### config.mk
export PLATFORM = sky130hd
export DESIGN_NAME = mac_tx_stream_arbiter
export DESIGN_NICKNAME = d
export VERILOG_FILES = /design/src/rtl/mac_tx_stream_arbiter.sv
export SDC_FILE = /design/constraint.sdc
export NUM_CORES = 1
export LEC_CHECK = 0
export BUFFER_PORTS_ARGS = -buffer_cell sky130_fd_sc_hd__buf_2
export CAP_MARGIN = 20
export CORE_MARGIN = 5
export CORE_UTILIZATION = 35
export DETAILED_ROUTE_END_ITERATION = 7
export PLACE_DENSITY = 0.67
export SLEW_MARGIN = 20
export SYNTH_ARGS = -nofsm -noshare
export SYNTH_HDL_FRONTEND = slang
export SYNTH_SLANG_ARGS = --single-unit
### constraint.sdc
create_clock -name clk_125 -period 2.83 [get_ports clk_125]
set_clock_uncertainty 0.05 [all_clocks]
set_input_delay 0.566 -clock clk_125 [delete_from_list [all_inputs] [get_ports clk_125]]
set_output_delay 0.566 -clock clk_125 [all_outputs]
set_load 0.01 [all_outputs]
### src/rtl/mac_tx_stream_arbiter.sv
// Packet-granular round-robin arbiter sharing the MAC AXI-Stream TX port between two sources.
// Oversize frames are cut at MAX_PKT_LEN beats with tuser marking the cut; the rest is drained.
module mac_tx_stream_arbiter #(
    parameter int unsigned DATA_W      = 8,
    parameter int unsigned MAX_PKT_LEN = 1518,
    parameter int unsigned CNT_W       = 16
) (
    input  logic              clk_125,
    input  logic              sys_rst,
    input  logic              arb_enable,
    input  logic [DATA_W-1:0] s0_tdata,
    input  logic              s0_tvalid,
    input  logic              s0_tlast,
    output logic              s0_tready,
    input  logic [DATA_W-1:0] s1_tdata,
    input  logic              s1_tvalid,
    input  logic              s1_tlast,
    output logic              s1_tready,
    output logic [DATA_W-1:0] m_tdata,
    output logic              m_tvalid,
    output logic              m_tlast,
    output logic              m_tuser,
    input  logic              m_tready,
    output logic              busy,
    output logic              grant,
    output logic [CNT_W-1:0]  pkt_cnt0,
    output logic [CNT_W-1:0]  pkt_cnt1,
    output logic [7:0]        abort_cnt
);

    localparam int unsigned BEAT_W = (MAX_PKT_LEN > 2) ? $clog2(MAX_PKT_LEN) : 1;
    localparam logic [BEAT_W-1:0] LAST_BEAT = BEAT_W'(MAX_PKT_LEN - 1);

    typedef enum logic [1:0] {
        ST_IDLE  = 2'd0,
        ST_GRANT = 2'd1,
        ST_DRAIN = 2'd2
    } state_t;

    state_t              r_state;
    logic                r_grant;
    logic                r_busy;
    logic [BEAT_W-1:0]   r_beat;
    logic [CNT_W-1:0]    r_pkt_cnt0;
    logic [CNT_W-1:0]    r_pkt_cnt1;
    logic [7:0]          r_abort_cnt;

    logic [DATA_W-1:0]   w_src_tdata;
    logic                w_src_tvalid;
    logic                w_src_tlast;
    logic                w_trunc;
    logic                w_xfer;
    logic                w_src_ready;

    assign w_src_tdata  = r_grant ? s1_tdata  : s0_tdata;
    assign w_src_tvalid = r_grant ? s1_tvalid : s0_tvalid;
    assign w_src_tlast  = r_grant ? s1_tlast  : s0_tlast;
    assign w_trunc      = (r_beat == LAST_BEAT) && !w_src_tlast;
    assign w_xfer       = (r_state == ST_GRANT) && w_src_tvalid && m_tready;

    // Pass-through of the granted source; tready to the source never feeds back into m_tvalid.
    always_comb begin
        w_src_ready = 1'b0;
        m_tdata     = w_src_tdata;
        m_tvalid    = 1'b0;
        m_tlast     = 1'b0;
        m_tuser     = 1'b0;
        case (r_state)
            ST_GRANT: begin
                w_src_ready = m_tready;
                m_tvalid    = w_src_tvalid;
                m_tlast     = w_src_tlast || w_trunc;
                m_tuser     = w_trunc;
            end
            ST_DRAIN: begin
                w_src_ready = 1'b1;
            end
            default: begin
                w_src_ready = 1'b0;
            end
        endcase
        s0_tready = w_src_ready && !r_grant;
        s1_tready = w_src_ready &&  r_grant;
    end

    always_ff @(posedge clk_125) begin
        if (sys_rst) begin
            r_state     <= ST_IDLE;
            r_grant     <= 1'b1;
            r_busy      <= 1'b0;
            r_beat      <= '0;
            r_pkt_cnt0  <= '0;
            r_pkt_cnt1  <= '0;
            r_abort_cnt <= '0;
        end else begin
            case (r_state)
                ST_IDLE: begin
                    r_beat <= '0;
                    if (arb_enable && (s0_tvalid || s1_tvalid)) begin
                        // On a tie, hand the port to whichever source did not go last.
                        r_grant <= (s0_tvalid && s1_tvalid) ? !r_grant : s1_tvalid;
                        r_state <= ST_GRANT;
                        r_busy  <= 1'b1;
                    end
                end
                ST_GRANT: begin
                    if (w_xfer) begin
                        r_beat <= r_beat + BEAT_W'(1);
                        if (w_src_tlast) begin
                            if (r_grant) r_pkt_cnt1 <= r_pkt_cnt1 + CNT_W'(1);
                            else         r_pkt_cnt0 <= r_pkt_cnt0 + CNT_W'(1);
                            r_state <= ST_IDLE;
                            r_busy  <= 1'b0;
                        end else if (r_beat == LAST_BEAT) begin
                            if (r_abort_cnt != 8'hFF) r_abort_cnt <= r_abort_cnt + 8'd1;
                            r_state <= ST_DRAIN;
                        end
                    end
                end
                ST_DRAIN: begin
                    if (w_src_tvalid && w_src_tlast) begin
                        r_state <= ST_IDLE;
                        r_busy  <= 1'b0;
                    end
                end
                default: begin
                    r_state <= ST_IDLE;
                    r_busy  <= 1'b0;
                end
            endcase
        end
    end

    assign busy      = r_busy;
    assign grant     = r_grant;
    assign pkt_cnt0  = r_pkt_cnt0;
    assign pkt_cnt1  = r_pkt_cnt1;
    assign abort_cnt = r_abort_cnt;

endmodule

# [Word-level counts from Yosys, hierarchy flattened]
# Index checks and enable logic that the tools add are counted.
[op_classes] n_reduce_logical=21 n_eq_ne=9 n_bitwise=2 mux=21 n_addsub=4
[ops] op="adder 16 x 1 -> 16 bit, second input constant" n=2
[ops] op="one-hot mux 11 bit (2 select lines)" n=1
[ops] op="AND reduction 4 bit" n=4
[ops] op="adder 11 x 1 -> 11 bit, second input constant" n=1
[ops] op="equality test 11 bit, second input constant" n=1
[ops] op="two-way mux 11 bit" n=1
[ops] op="two-way mux 1 bit" n=10
[ops] op="two-way mux 2 bit" n=5
[ops] op="adder 8 x 1 -> 8 bit, second input constant" n=1
[ops] op="logical AND 1 bit" n=8
[ops] op="two-way mux 8 bit" n=1
[ops] op="inequality test 2 bit, second input constant" n=4
[ops] op="inequality test 8 bit, second input constant" n=1
[ops] op="one-hot mux 2 bit (3 select lines)" n=1
[ops] op="AND reduction 5 bit" n=1
[ops] op="AND reduction 2 bit" n=2
[ops] op="inequality test 3 x 2 -> 1 bit, second input constant" n=1
[ops] op="one-hot mux 1 bit (3 select lines)" n=1
[ops] op="equality test 2 x 1 -> 1 bit, second input constant" n=1
[ops] op="equality test 2 bit, second input constant" n=1
[ops] op="logical NOT 1 bit" n=2
[ops] op="logical NOT 2 bit" n=1
[ops] op="logical OR 1 bit" n=2
[ops] op="NOT 1 bit" n=2
[ops] op="other kinds (2)" n=2
[word_totals] out_inout_bits=55 wordCells=64 register_bits=55 input_bits=24

# [Longest topological paths before layout]
# Gate-level depths: netlist of run 1.
[depth] word_depth=5 mapped_depth=8

# [Worst setup path after synthesis of run 1]
# OpenSTA, ideal clock, no wires.
[synth_path] path_kind="register to output" startpoint="register r_beat[0]" endpoint="output port m_tlast" arrival_time_ps=1327 n_path_buf=0 slack_ps=887 stages_incl_launch_ff=5 required_ps=2214 path_cell_list="dfxtp_1 > ha_1 > nand3_1 > or3_4 > a21boi_0"
[synth_between] elab_chain_len=4
[synth_lines] item="start, declared" line="43" text="logic [BEAT_W-1:0] r_beat;"
[synth_lines] item="start signal, assigned" line="108" text="r_beat <= r_beat + BEAT_W'(1);"
[synth_lines] item="equality test 11 bit" line="58" text="assign w_trunc = (r_beat == LAST_BEAT) && !w_src_tlast;"
[synth_lines] item="logical AND 1 bit" line="58"
[synth_lines] item="logical OR 1 bit" line="72" text="m_tlast = w_src_tlast || w_trunc;"
[synth_lines] item="two-way mux 1 bit" line="68" text="case (r_state)"
[synth_lines] item="end, declared" line="21" text="output logic m_tlast,"
# No other way between the ends.

# [Worst setup path after layout of run 1]
[layout_path] startpoint="register r_grant (netlist: grant)" endpoint="output port m_tuser"
[layout_between] elab_chain_len=4
[layout_lines] item="start, declared" line="41" text="logic r_grant;"
[layout_lines] item="start signal, assigned" line="101" text="r_grant <= (s0_tvalid && s1_tvalid) ? !r_grant : s1_tvalid;"
[layout_lines] item="two-way mux 1 bit" line="57" text="assign w_src_tlast = r_grant ? s1_tlast : s0_tlast;"
[layout_lines] item="logical NOT 1 bit" line="58"
[layout_lines] item="logical AND 1 bit" line="58"
[layout_lines] item="two-way mux 1 bit" line="68"
[layout_lines] item="end, declared" line="22" text="output logic m_tuser,"
# No other way between the ends.

==> results of run 1 <==
[sequential cells by signal (all words and copies together), names as in the netlist]
signal / cells
pkt_cnt0: 16
grant: 1
abort_cnt: 8
busy: 1
r_state: 2
pkt_cnt1: 16
r_beat: 11
[placed cells by master, fill, tap and decap left out, types with 3 or more instances in the layout]
master / count
o21a_1: 3
nand4_1: 12
xor2_1: 19
buf_4: 3
xnor2_1: 17
inv_1: 11
dfxtp_1: 55
ha_1: 8
clkbuf_8: 5
mux2i_1: 4
nor2b_1: 3
and4_1: 4
and3_1: 7
nor2_1: 55
mux2_2: 8
nor4_1: 7
nand3_1: 18
a31oi_1: 4
or3_1: 3
a21oi_1: 11
buf_2: 78
nand2_1: 24
nor3_1: 8
o21ai_0: 11
[stage by stage]
step                cells  hold slack, ps  utilization [%]  worst slack (ps)
finish                505           442.5            43.18             305.6
global route          505           469.4            43.18             79.68
CTS                   505           446.5            43.18             294.2
detailed placement    497           433.6            42.08             499.3
global placement      497           417.8            42.08             597.8
floorplan             325           405.4                -             887.0
[per-layer routing]
| layer | up-vias | routed length (µm) | share of wire [%] |
|---|---|---|---|
| met5 | - | 0 | 0 |
| li1 | 1270 | - | - |
| met4 | 0 | 38 | 0.58 |
| met1 | 1179 | 2948 | 45 |
| met2 | 39 | 3314 | 51 |
| met3 | 4 | 196 | 3.0 |
[critical path: stages (launching register included)]
cell and delay [ps]:
dfxtp_1 760, mux2i_1 360, nand2_1 180, nor2_1 160, buf_2 150
[how the worst min path moves through the flow]
stage                      end  startpoint  cells after the start  slack, ps
floorplan           r_state[0]  r_state[0]                      2        410
global placement    r_state[0]  r_state[0]                      2        420
detailed placement  r_state[0]  r_state[0]                      2        430
CTS                 r_state[0]  r_state[0]                      2        450
global route        r_state[0]  r_state[0]                      2        470
finish              r_state[0]  r_state[0]                      2        440
[power breakdown]
| group | internal, µW | total [µW] | switching [µW] |
|---|---|---|---|
| Sequential | 792 | 817 | 24.7 |
| Clock | 174 | 427 | 253 |
| Combinational | 138 | 359 | 221 |
| Total | 1100 | 1600 | 499 |
[final cells by class]
class / instances / area, µm²
Fill cell: 757 / 4390
Multi-Input combinational cell: 247 / 1565
Sequential cell: 55 / 1101
Timing Repair Buffer: 81 / 412.9
Tap cell: 102 / 127.6
Clock buffer: 6 / 72.57
Inverter: 12 / 45.04
Clock inverter: 2 / 12.51
[logic make-up (layout without fill, tap and decap cells)]
kind of cell / count (synthesis) / in the layout
xor gates and xnor gates: 36 / 36
adders and majority gates: 8 / 8
AOI/OAI and AO/OA: 34 / 34
buffers and inverters: 23 / 101
DFF: 55 / 55
muxes: 14 / 14
and+or+nand+nor: 155 / 155
==> results by group, run 1 <==
Run status
  • Status: finished, final reports clean

Route
  • Post-route DRC violation count: 0
  • Drt via density: 4.935
  • Drt pass-1 iters: 4
  • Post-Route WL: 6498 µm
  • Remaining antenna violation count: 0
  • Vias: 2492
  • WL/cell: 12.87 µm
  • Starting DRT DRC Count: 123

Cells and area
  • Antenna cells: 0
  • Final Instance Area: 3337 µm²
  • Share of cells above drive strength 1: 26.55%
  • Area delta synth->final: 20.73%
  • Nets@finish: 434

Clock tree
  • CTS Root Cell: clkbuf_8
  • # hold bufs at CTS: 0
  • CTS tree: done
  • H-tree Lvls: 2
  • Clk buf depth: 2
  • Post-CTS setup buffers: 0
  • Post_cts resized: 0
  • Cts bufs inserted: 5
  • Clock net sink count: 55
  • Clk Latency, worst-skew pair: 300 ps
  • Clock slew at reported path FFs: 90 ps

Synthesis
  • Register area share after synthesis: 39.84%
  • Main synth FF type: dfxtp_1
  • Mapped Area: 2764 µm²
  • Synth warnings: 0
  • Post-synthesis simple-gate area fraction: 28.47%
  • Netlist cell types: 46
  • FFs w/ async S/R, synth: 0%
  • FF+latch count, synth: 55
  • Synth Area in Compound Gates: 7.198%
  • Post-synthesis mux area share: 5.930%
  • Post-synth top area share: 39.84%
  • Top post-synthesis cells by count: dfxtp_1, nor2_1, nand2_1, xor2_1, nand3_1
  • EDFF count, synth: 0
  • Synth Instances: 325
  • Synth Area in XOR/XNOR: 11.41%
  • Area contributors post-synth: dfxtp_1, nor2_1, xor2_1
  • Main combinational cell family by area after synthesis: simple AND/OR/NAND/NOR gates
  • Syn nets: 357
  • Adder-Cell Fraction of Synth Area: 3.622%
  • Syn_area_per_cell: 8.504 µm²
  • Area leader, netlist: dfxtp_1

Place
  • Routability cong.: 0.8363
  • Hpwl dp: 4887 µm
  • Number of port buffers: 78
  • Placed Instance Area: 3252 µm²

STA
  • Max_slew headroom: 55.47%
  • Slew at the pin closest to its max-slew limit: 667.0 ps
  • Fin crit period: 2524 ps
  • Max-slew violation count: 0
  • RSZ-0062 raised after global routing: false
  • Setup Viol. Count Final: 0
  • Fmax: 396.1 MHz
  • Final Hold Viols: 0
  • Fin crit share: 89.20%
  • Total negative slack: 0 ps

Job
  • Max cap viols: 0

Critical path
  • Worst Setup EP: m_tuser
  • Worst setup path start: grant
  • Worst r2r path cells: 6
  • R2r setup slk: 480 ps
  • Reg-to-Reg Start: grant
  • Setup crit end kind: output port
  • Startpoint Class: flip-flop
  • CP arrival: 1910 ps
  • Setup CP Type: reg2out
  • Worst R2R End: abort_cnt[1]
  • Required @ worst endpoint: 2210 ps
  • Crit path max fanout: 17

Floorplan
  • Core Rows: 32
  • Die X-Extent: 98.87 µm
  • Die height: 98.87 µm
  • Starting Density: 35.77%
  • Ports: 79
  • Die area: 9774 µm²
  • Core outline area: 7727 µm²

Min path
  • Hold WC Path Type: reg2reg

Global route
  • GRT Max-Usage Layer: met2
  • Met3 Use GR: 2.902%
  • First-pass GRT wire length: 11000 µm
  • Met2 usage: 23.81%
  • Overflow after GRT: 0
  • Met1 Resource Use GR: 16.18%
  • Pin count of the biggest net entering global routing: 44
  • Initial antenna violation count: 0
  • Vias in the first global route: 2362
  • Tot GR Track Use: 13.28%

Power and ir drop
  • P_leak: 0.001377 µW
  • Pwr/cell area: 480.3 nW/µm²
  • VDD IR max: 0.0002126 V
  • Overall power: 1603 µW
No activity file was read; power rests on OpenSTA's default activity.
==> run 2: changes to the inputs <==
CORE_UTILIZATION = 30   (was 35)
PLACE_DENSITY = 0.6   (was 0.67)
==> run 2 against run 1 <==
Against the previous run: worst hold slack improved by 8.7 ps; combinational power shrank 1%; core utilization down 6.2 points; non-clock buffer count is the same; power up 6.5%; sequential cell count unchanged; critical path depth is the same; maximum frequency up 1.5%; sequential share of layout area fell by 0.35 points; largest power group unchanged.
==> results by group, run 2 (synthesis gave the netlist of run 1 again) <==
Run status
  • Status: finished, final reports clean

Route
  • Remaining antenna violation count: 0 (unchanged)
  • Vias: 2487 (-0.20%)
  • Drt via density: 4.848 (-1.8%)
  • Starting DRT DRC Count: 97 (-21%)
  • Post-route DRC violation count: 0 (unchanged)
  • WL/cell: 13.26 µm (+3.1%)
  • Drt pass-1 iters: 4 (unchanged)
  • Post-Route WL: 6803 µm (+4.7%)

STA
  • Slew at the pin closest to its max-slew limit: 672.2 ps (+5.275 ps)
  • Fin crit period: 2487 ps (-37.67 ps)
  • Total negative slack: 0 ps (unchanged)
  • Max_slew headroom: 55.12% (-0.35 points)
  • Max-slew violation count: 0 (unchanged)
  • Fin crit share: 87.87% (-1.3 points)
  • Fmax: 402.1 MHz (+1.5%)
  • Setup Viol. Count Final: 0 (unchanged)
  • Final Hold Viols: 0 (unchanged)
  • RSZ-0062 raised after global routing: false

Power and ir drop
  • Pwr/cell area: 505.9 nW/µm² (+5.3%)
  • P_leak: 0.001392 µW (+1.1%)
  • Sw Ratio: 29.94% (-1.2 points)
  • Combinational Power Share: 20.7% (-1.7 points)
  • Total internal power: 1196 µW (+8.3%)
  • VDD IR max: 0.0001926 V (-9.4%)
  • Overall power: 1706 µW (+6.5%)
  • Sequential share of power: 47.9% (-3.1 points)
  • Clock power share: 31.4% (+4.8 points)
  • Switch Pwr: 510.9 µW (+2.4%)

Place
  • Hpwl dp: 5141 µm (+5.2%)
  • Routability cong.: 0.7804 (-6.7%)
  • Number of port buffers: 78 (unchanged)
  • Placed insts: 506 (+1.8%)

Critical path
  • Crit-path slowest cell: dfxtp_1
  • CP arrival: 1870 ps (-40 ps)
  • Buf/Inv on CP: 1 (unchanged)
  • Crit path max fanout: 17 (unchanged)
  • Crit path max-delay family: flip-flops
  • Startpoint Class: flip-flop
  • Setup CP Type: reg2out
  • Crit-path cells: mux2i_1 -> nand2_1 -> nor2_1 -> buf_2
  • Slowest stage delay, CP: 770 ps (about the same)
  • Required @ worst endpoint: 2210 ps (about the same)
  • Setup crit end kind: output port

Floorplan
  • Starting Density: 30.34% (-5.4 points)
  • Die area: 11230 µm² (+15%)
  • Die height: 106.0 µm (+7.2%)
  • Core outline area: 9109 µm² (+18%)
  • Die X-Extent: 106.0 µm (+7.2%)
  • Ports: 79 (unchanged)
  • Core Rows: 35 (+9.4%)

Cells and area
  • Antenna cells: 0 (unchanged)
  • Share of cells above drive strength 1: 26.62% (+0.066 points)
  • Nets@finish: 434 (unchanged)
  • Layout fillers: 951 (+26%)
  • Area occupied by multi-input gates: 1565 µm² (unchanged)
  • Commonest cells after routing, fill and taps aside: buf_2, nor2_1, dfxtp_1
  • Register area: 1101 µm² (unchanged)
  • Area delta synth->final: 22.05%
  • Most common cell after layout, fill and taps aside: buf_2
  • Core Util, Final: 37.03% (-6.2 points)
  • Fin cells: 513 (+1.6%)

Clock tree
  • Clock net sink count: 55 (unchanged)
  • Cts bufs inserted: 5 (unchanged)
  • CTS Root Cell: clkbuf_8
  • Clk buf depth: 2 (unchanged)
  • H-tree Lvls: 2 (unchanged)
  • Post-CTS setup buffers: 0 (unchanged)
  • Clk Latency, worst-skew pair: 310 ps (about the same)
  • CTS tree: done
  • Clock slew at reported path FFs: 100 ps (about the same)
  • Post_cts resized: 0 (unchanged)
  • # hold bufs at CTS: 0 (unchanged)

Global route
  • First-pass GRT wire length: 11500 µm (+4.5%)
  • Vias in the first global route: 2495 (+5.6%)
  • Tot GR Track Use: 12.25% (-1.0 points)
  • Initial antenna violation count: 0 (unchanged)
  • Overflow after GRT: 0 (unchanged)
  • Pin count of the biggest net entering global routing: 44 (unchanged)

Job
  • Max cap viols: 0 (unchanged)

Min path
  • Hold WC Path Type: reg2reg
==> run 2: final cells by class <==
| cell class | count | area share, % |
|---|---|---|
| well taps | 111 | 4.117 |
| flip-flops and latches | 55 | 32.64 |
| repair buffers | 81 | 12.24 |
| clock buffers | 5 | 2.040 |
| multi-input cells | 247 | 46.40 |
| clock inverters | 2 | 1.224 |
| inverters | 12 | 1.335 |
==> run 2: worst reg2reg max path, cell delays in order, from the launching register on <==
cell and delay (ps):
dfxtp_1 770, mux2i_1 320, nand2_1 170, nor4_2 340
buf_4 230, mux2i_1 200, nor2_1 50
==> run 2: power groups by stage <==
| stage | clock network, µW | registers (µW) | logic, µW |
|---|---|---|---|
| finish | 535 | 817 | 354 |
| global route | 581 | 822 | 393 |
| CTS | 561 | 817 | 359 |
| detailed placement | 0 | 836 | 356 |
| global placement | 0 | 833 | 355 |
| floorplan | 0 | 827 | 253 |
==> run 2: path summary, 6_finish.rpt <==
kind                  end        from  cells past startpoint  slack [ps]
min            r_state[0]  r_state[0]                      2         450
max reg2reg  abort_cnt[1]       grant                      6         580
min reg2reg    r_state[0]  r_state[0]                      2         450
max               m_tuser       grant                      4         340
==> run 2: per-layer routing <==
layer	wire length (µm)	GRT usage, %
met5	0	0
met2	3300	20.95
met1	3144	15.08
met3	248	2.793
met4	110	4.348
==> run 2: per-stage QoR <==
step,area [µm²],setup slack [ps],hold WS (ps)
finish,3373,343.3,451.2
global route,3373,164.6,477.7
CTS,3373,303.0,451.5
detailed placement,3263,614.2,434.8
global placement,3263,681.2,423.0
floorplan,2764,887.0,405.4
==> run 3: changes to the inputs <==
PLACE_DENSITY = 0.62   (was 0.6)
clock period = 2.2 ns   (was 2.83 ns; I/O delays follow)
==> run 3 against run 2 <==
Against the previous run: setup slack worse by 290 ps; largest power group unchanged; wire length up 4.0%; die area unchanged; sequential cell count unchanged.
==> results by group, run 3 (synthesis gave the netlist of run 1 again) <==
Route
  • Routed met1 length: 3207 µm (+2.0%)
  • Drt pass-1 iters: 4 (unchanged)
  • Remaining antenna violation count: 0 (unchanged)
  • Post-Route WL: 7075 µm (+4.0%)
  • WL/cell: 13.48 µm (+1.6%)
  • Post-route DRC violation count: 0 (unchanged)
  • Drt via density: 4.899 (+1.1%)
  • Vias: 2572 (+3.4%)
  • Starting DRT DRC Count: 82 (-15%)
  • Wire length on met2: 3502 µm (+6.1%)
  • Met3 WL post-DR: 243 µm (-2.0%)
  • Highest signal layer in the routed design: met4

Clock tree
  • CTS Root Cell: clkbuf_8
  • # hold bufs at CTS: 0 (unchanged)
  • CTS tree: done
  • H-tree Lvls: 2 (unchanged)
  • Clk Latency, worst-skew pair: 300 ps (about the same)
  • Clock net sink count: 55 (unchanged)
  • Cts bufs inserted: 5 (unchanged)
  • Clock slew at reported path FFs: 100 ps (about the same)
  • Clk buf depth: 2 (unchanged)

Run status
  • Status: finished, final reports clean

Cells and area
  • Area delta synth->final: 25.98%
  • Layout fillers: 970 (+2.0%)
  • Most common cell after layout, fill and taps aside: buf_2
  • Final Instance Area: 3482 µm² (+3.2%)
  • Core Util, Final: 38.23% (+1.2 points)
  • Nets@finish: 445 (+2.5%)
  • Share of cells above drive strength 1: 30.43% (+3.8 points)
  • Antenna cells: 0 (unchanged)
  • Commonest cells after routing, fill and taps aside: buf_2, nor2_1, dfxtp_1
  • Fin cells: 525 (+2.3%)

STA
  • Fmax: 466.4 MHz
  • Slew at the pin closest to its max-slew limit: 419.5 ps (-252.8 ps)
  • Fin crit period: 2144 ps
  • Setup ws final: 55.90 ps (-287.4 ps)
  • RSZ-0062 raised after global routing: true
  • Fin crit share: 97.46%
  • Setup Viol. Count Final: 0 (unchanged)
  • Max_slew headroom: 71.74% (+17 points)
  • Max-slew violation count: 0 (unchanged)
  • Final Hold Viols: 0 (unchanged)

Power and ir drop
  • Overall power: 2123 µW (+24%)
  • Sequential share of power: 49.3% (+1.4 points)
  • VDD IR max: 0.0002465 V (+28%)
  • Total internal power: 1457 µW (+22%)
  • Switch Pwr: 666.4 µW (+30%)
  • Pwr/cell area: 609.7 nW/µm² (+21%)
  • P_leak: 0.001434 µW (+3.0%)
  • Clock power share: 26.7% (-4.7 points)
  • Combinational Power Share: 24.0% (+3.3 points)
  • Sw Ratio: 31.39% (+1.5 points)

Place
  • Hpwl dp: 5391 µm (+4.8%)
  • Placed insts: 515 (+1.8%)
  • Pre-CTS setup slack: 155.5 ps (-458.7 ps)
  • Routability cong.: 0.8327 (+6.7%)
  • Placed Instance Area: 3331 µm² (+2.1%)
  • Number of port buffers: 78 (unchanged)

Global route
  • Overflow after GRT: 0 (unchanged)
  • Initial antenna violation count: 0 (unchanged)
  • First-pass GRT wire length: 11940 µm (+3.8%)
  • Tot GR Track Use: 12.78% (+0.53 points)
  • Vias in the first global route: 2551 (+2.2%)
  • Pin count of the biggest net entering global routing: 29 (-34%)

Floorplan
  • Die X-Extent: 106.0 µm (unchanged)
  • Die area: 11230 µm² (unchanged)
  • Ports: 79 (unchanged)
  • Starting Density: 30.34% (unchanged)
  • Die height: 106.0 µm (unchanged)
  • Core Rows: 35 (unchanged)
  • Core outline area: 9109 µm² (unchanged)

Min path
  • Min-Delay Path Depth: 2 (unchanged)
  • Worst Hold Launch: busy
  • Hold WC Path Type: reg2reg

Critical path
  • Slowest stage delay, CP: 430 ps (-340 ps)
  • Setup crit end kind: output port
  • Reg-to-Reg Start: r_beat[1]
  • CP arrival: 1650 ps (-220 ps)
  • Worst setup path start: r_beat[1]
  • Crit-path cells: inv_4 -> ha_4 -> nand3_2 -> or3_4 -> nor2_1 -> buf_2
  • Setup CP Type: reg2out
  • Crit path max fanout: 4 (-13)
  • Required @ worst endpoint: 1710 ps (-500 ps)
  • Startpoint Class: flip-flop
  • Crit-path slowest cell: or3_4
  • Worst r2r path cells: 8 (+2)

Job
  • Max cap viols: 0 (unchanged)
[run 3: changes by cell type in the layout (fill, tap and decap cells not counted), sizes merged]
| cell | delta |
|---|---|
| clkbuf | +1 |
| bufinv | -1 |
| buf | +11 |
| clkinvlp | +1 |
[run 3: layout make-up]
cell class                      count  area [µm²]  share of cell area (%)
Timing Repair Buffer               92       495.5                   14.23
Sequential cell                    55        1112                   31.94
Tap cell                          111       138.9                   3.988
Inverter                           12       47.55                   1.365
Clock inverter                      2       16.27                  0.4671
Multi-Input combinational cell    247        1599                   45.92
Clock buffer                        6       72.57                   2.084
[run 3: power groups by stage]
stage          combinational [µW]  sequential [µW]  clock (µW)
5_1_grt                       568             1050         643
3_5_place_dp                  501             1070           0
2_1_floorplan                 326             1060           0
3_3_place_gp                  488             1060           0
6_report                      510             1050         567
4_1_cts                       508             1040         594
[run 3: timing repair]
action	4_1_cts	5_1_grt
buffers inserted	0	2
hold endpoints to repair	0	0
resized for setup	6	10
pin swaps	0	2
setup endpoints to repair	2	4
[run 3: stage by stage]
step | setup TNS, ps | hold slack (ps)
3_3_place_gp | 0 | 426.4
6_report | 0 | 455.6
4_1_cts | 0 | 459.5
3_5_place_dp | 0 | 441.1
5_1_grt | -50.34 | 470.5
2_1_floorplan | 0 | 405.4
[run 3: worst paths after layout]
| kind | endpoint | slack [ps] |
|---|---|---|
| setup reg to reg | abort_cnt[4] | 190 |
| hold / removal | busy | 460 |
| setup / recovery | m_tuser | 60 |
| hold reg to reg | busy | 460 |
[run 3: metal layers]
layer	global-route usage [%]	vias to the layer above
met5	0	-
met4	3.700	0
met3	2.854	10
met2	21.95	44
met1	16.03	1223
li1	-	1295
[run 3: critical path, delay by kind of cell (launching register included)]
family / cells / cell delay, ps
AND/OR/NAND/NOR: 3 / 660
adder cells (fa/ha/maj): 1 / 110
flip-flops: 1 / 370
buffers and inverters: 2 / 210
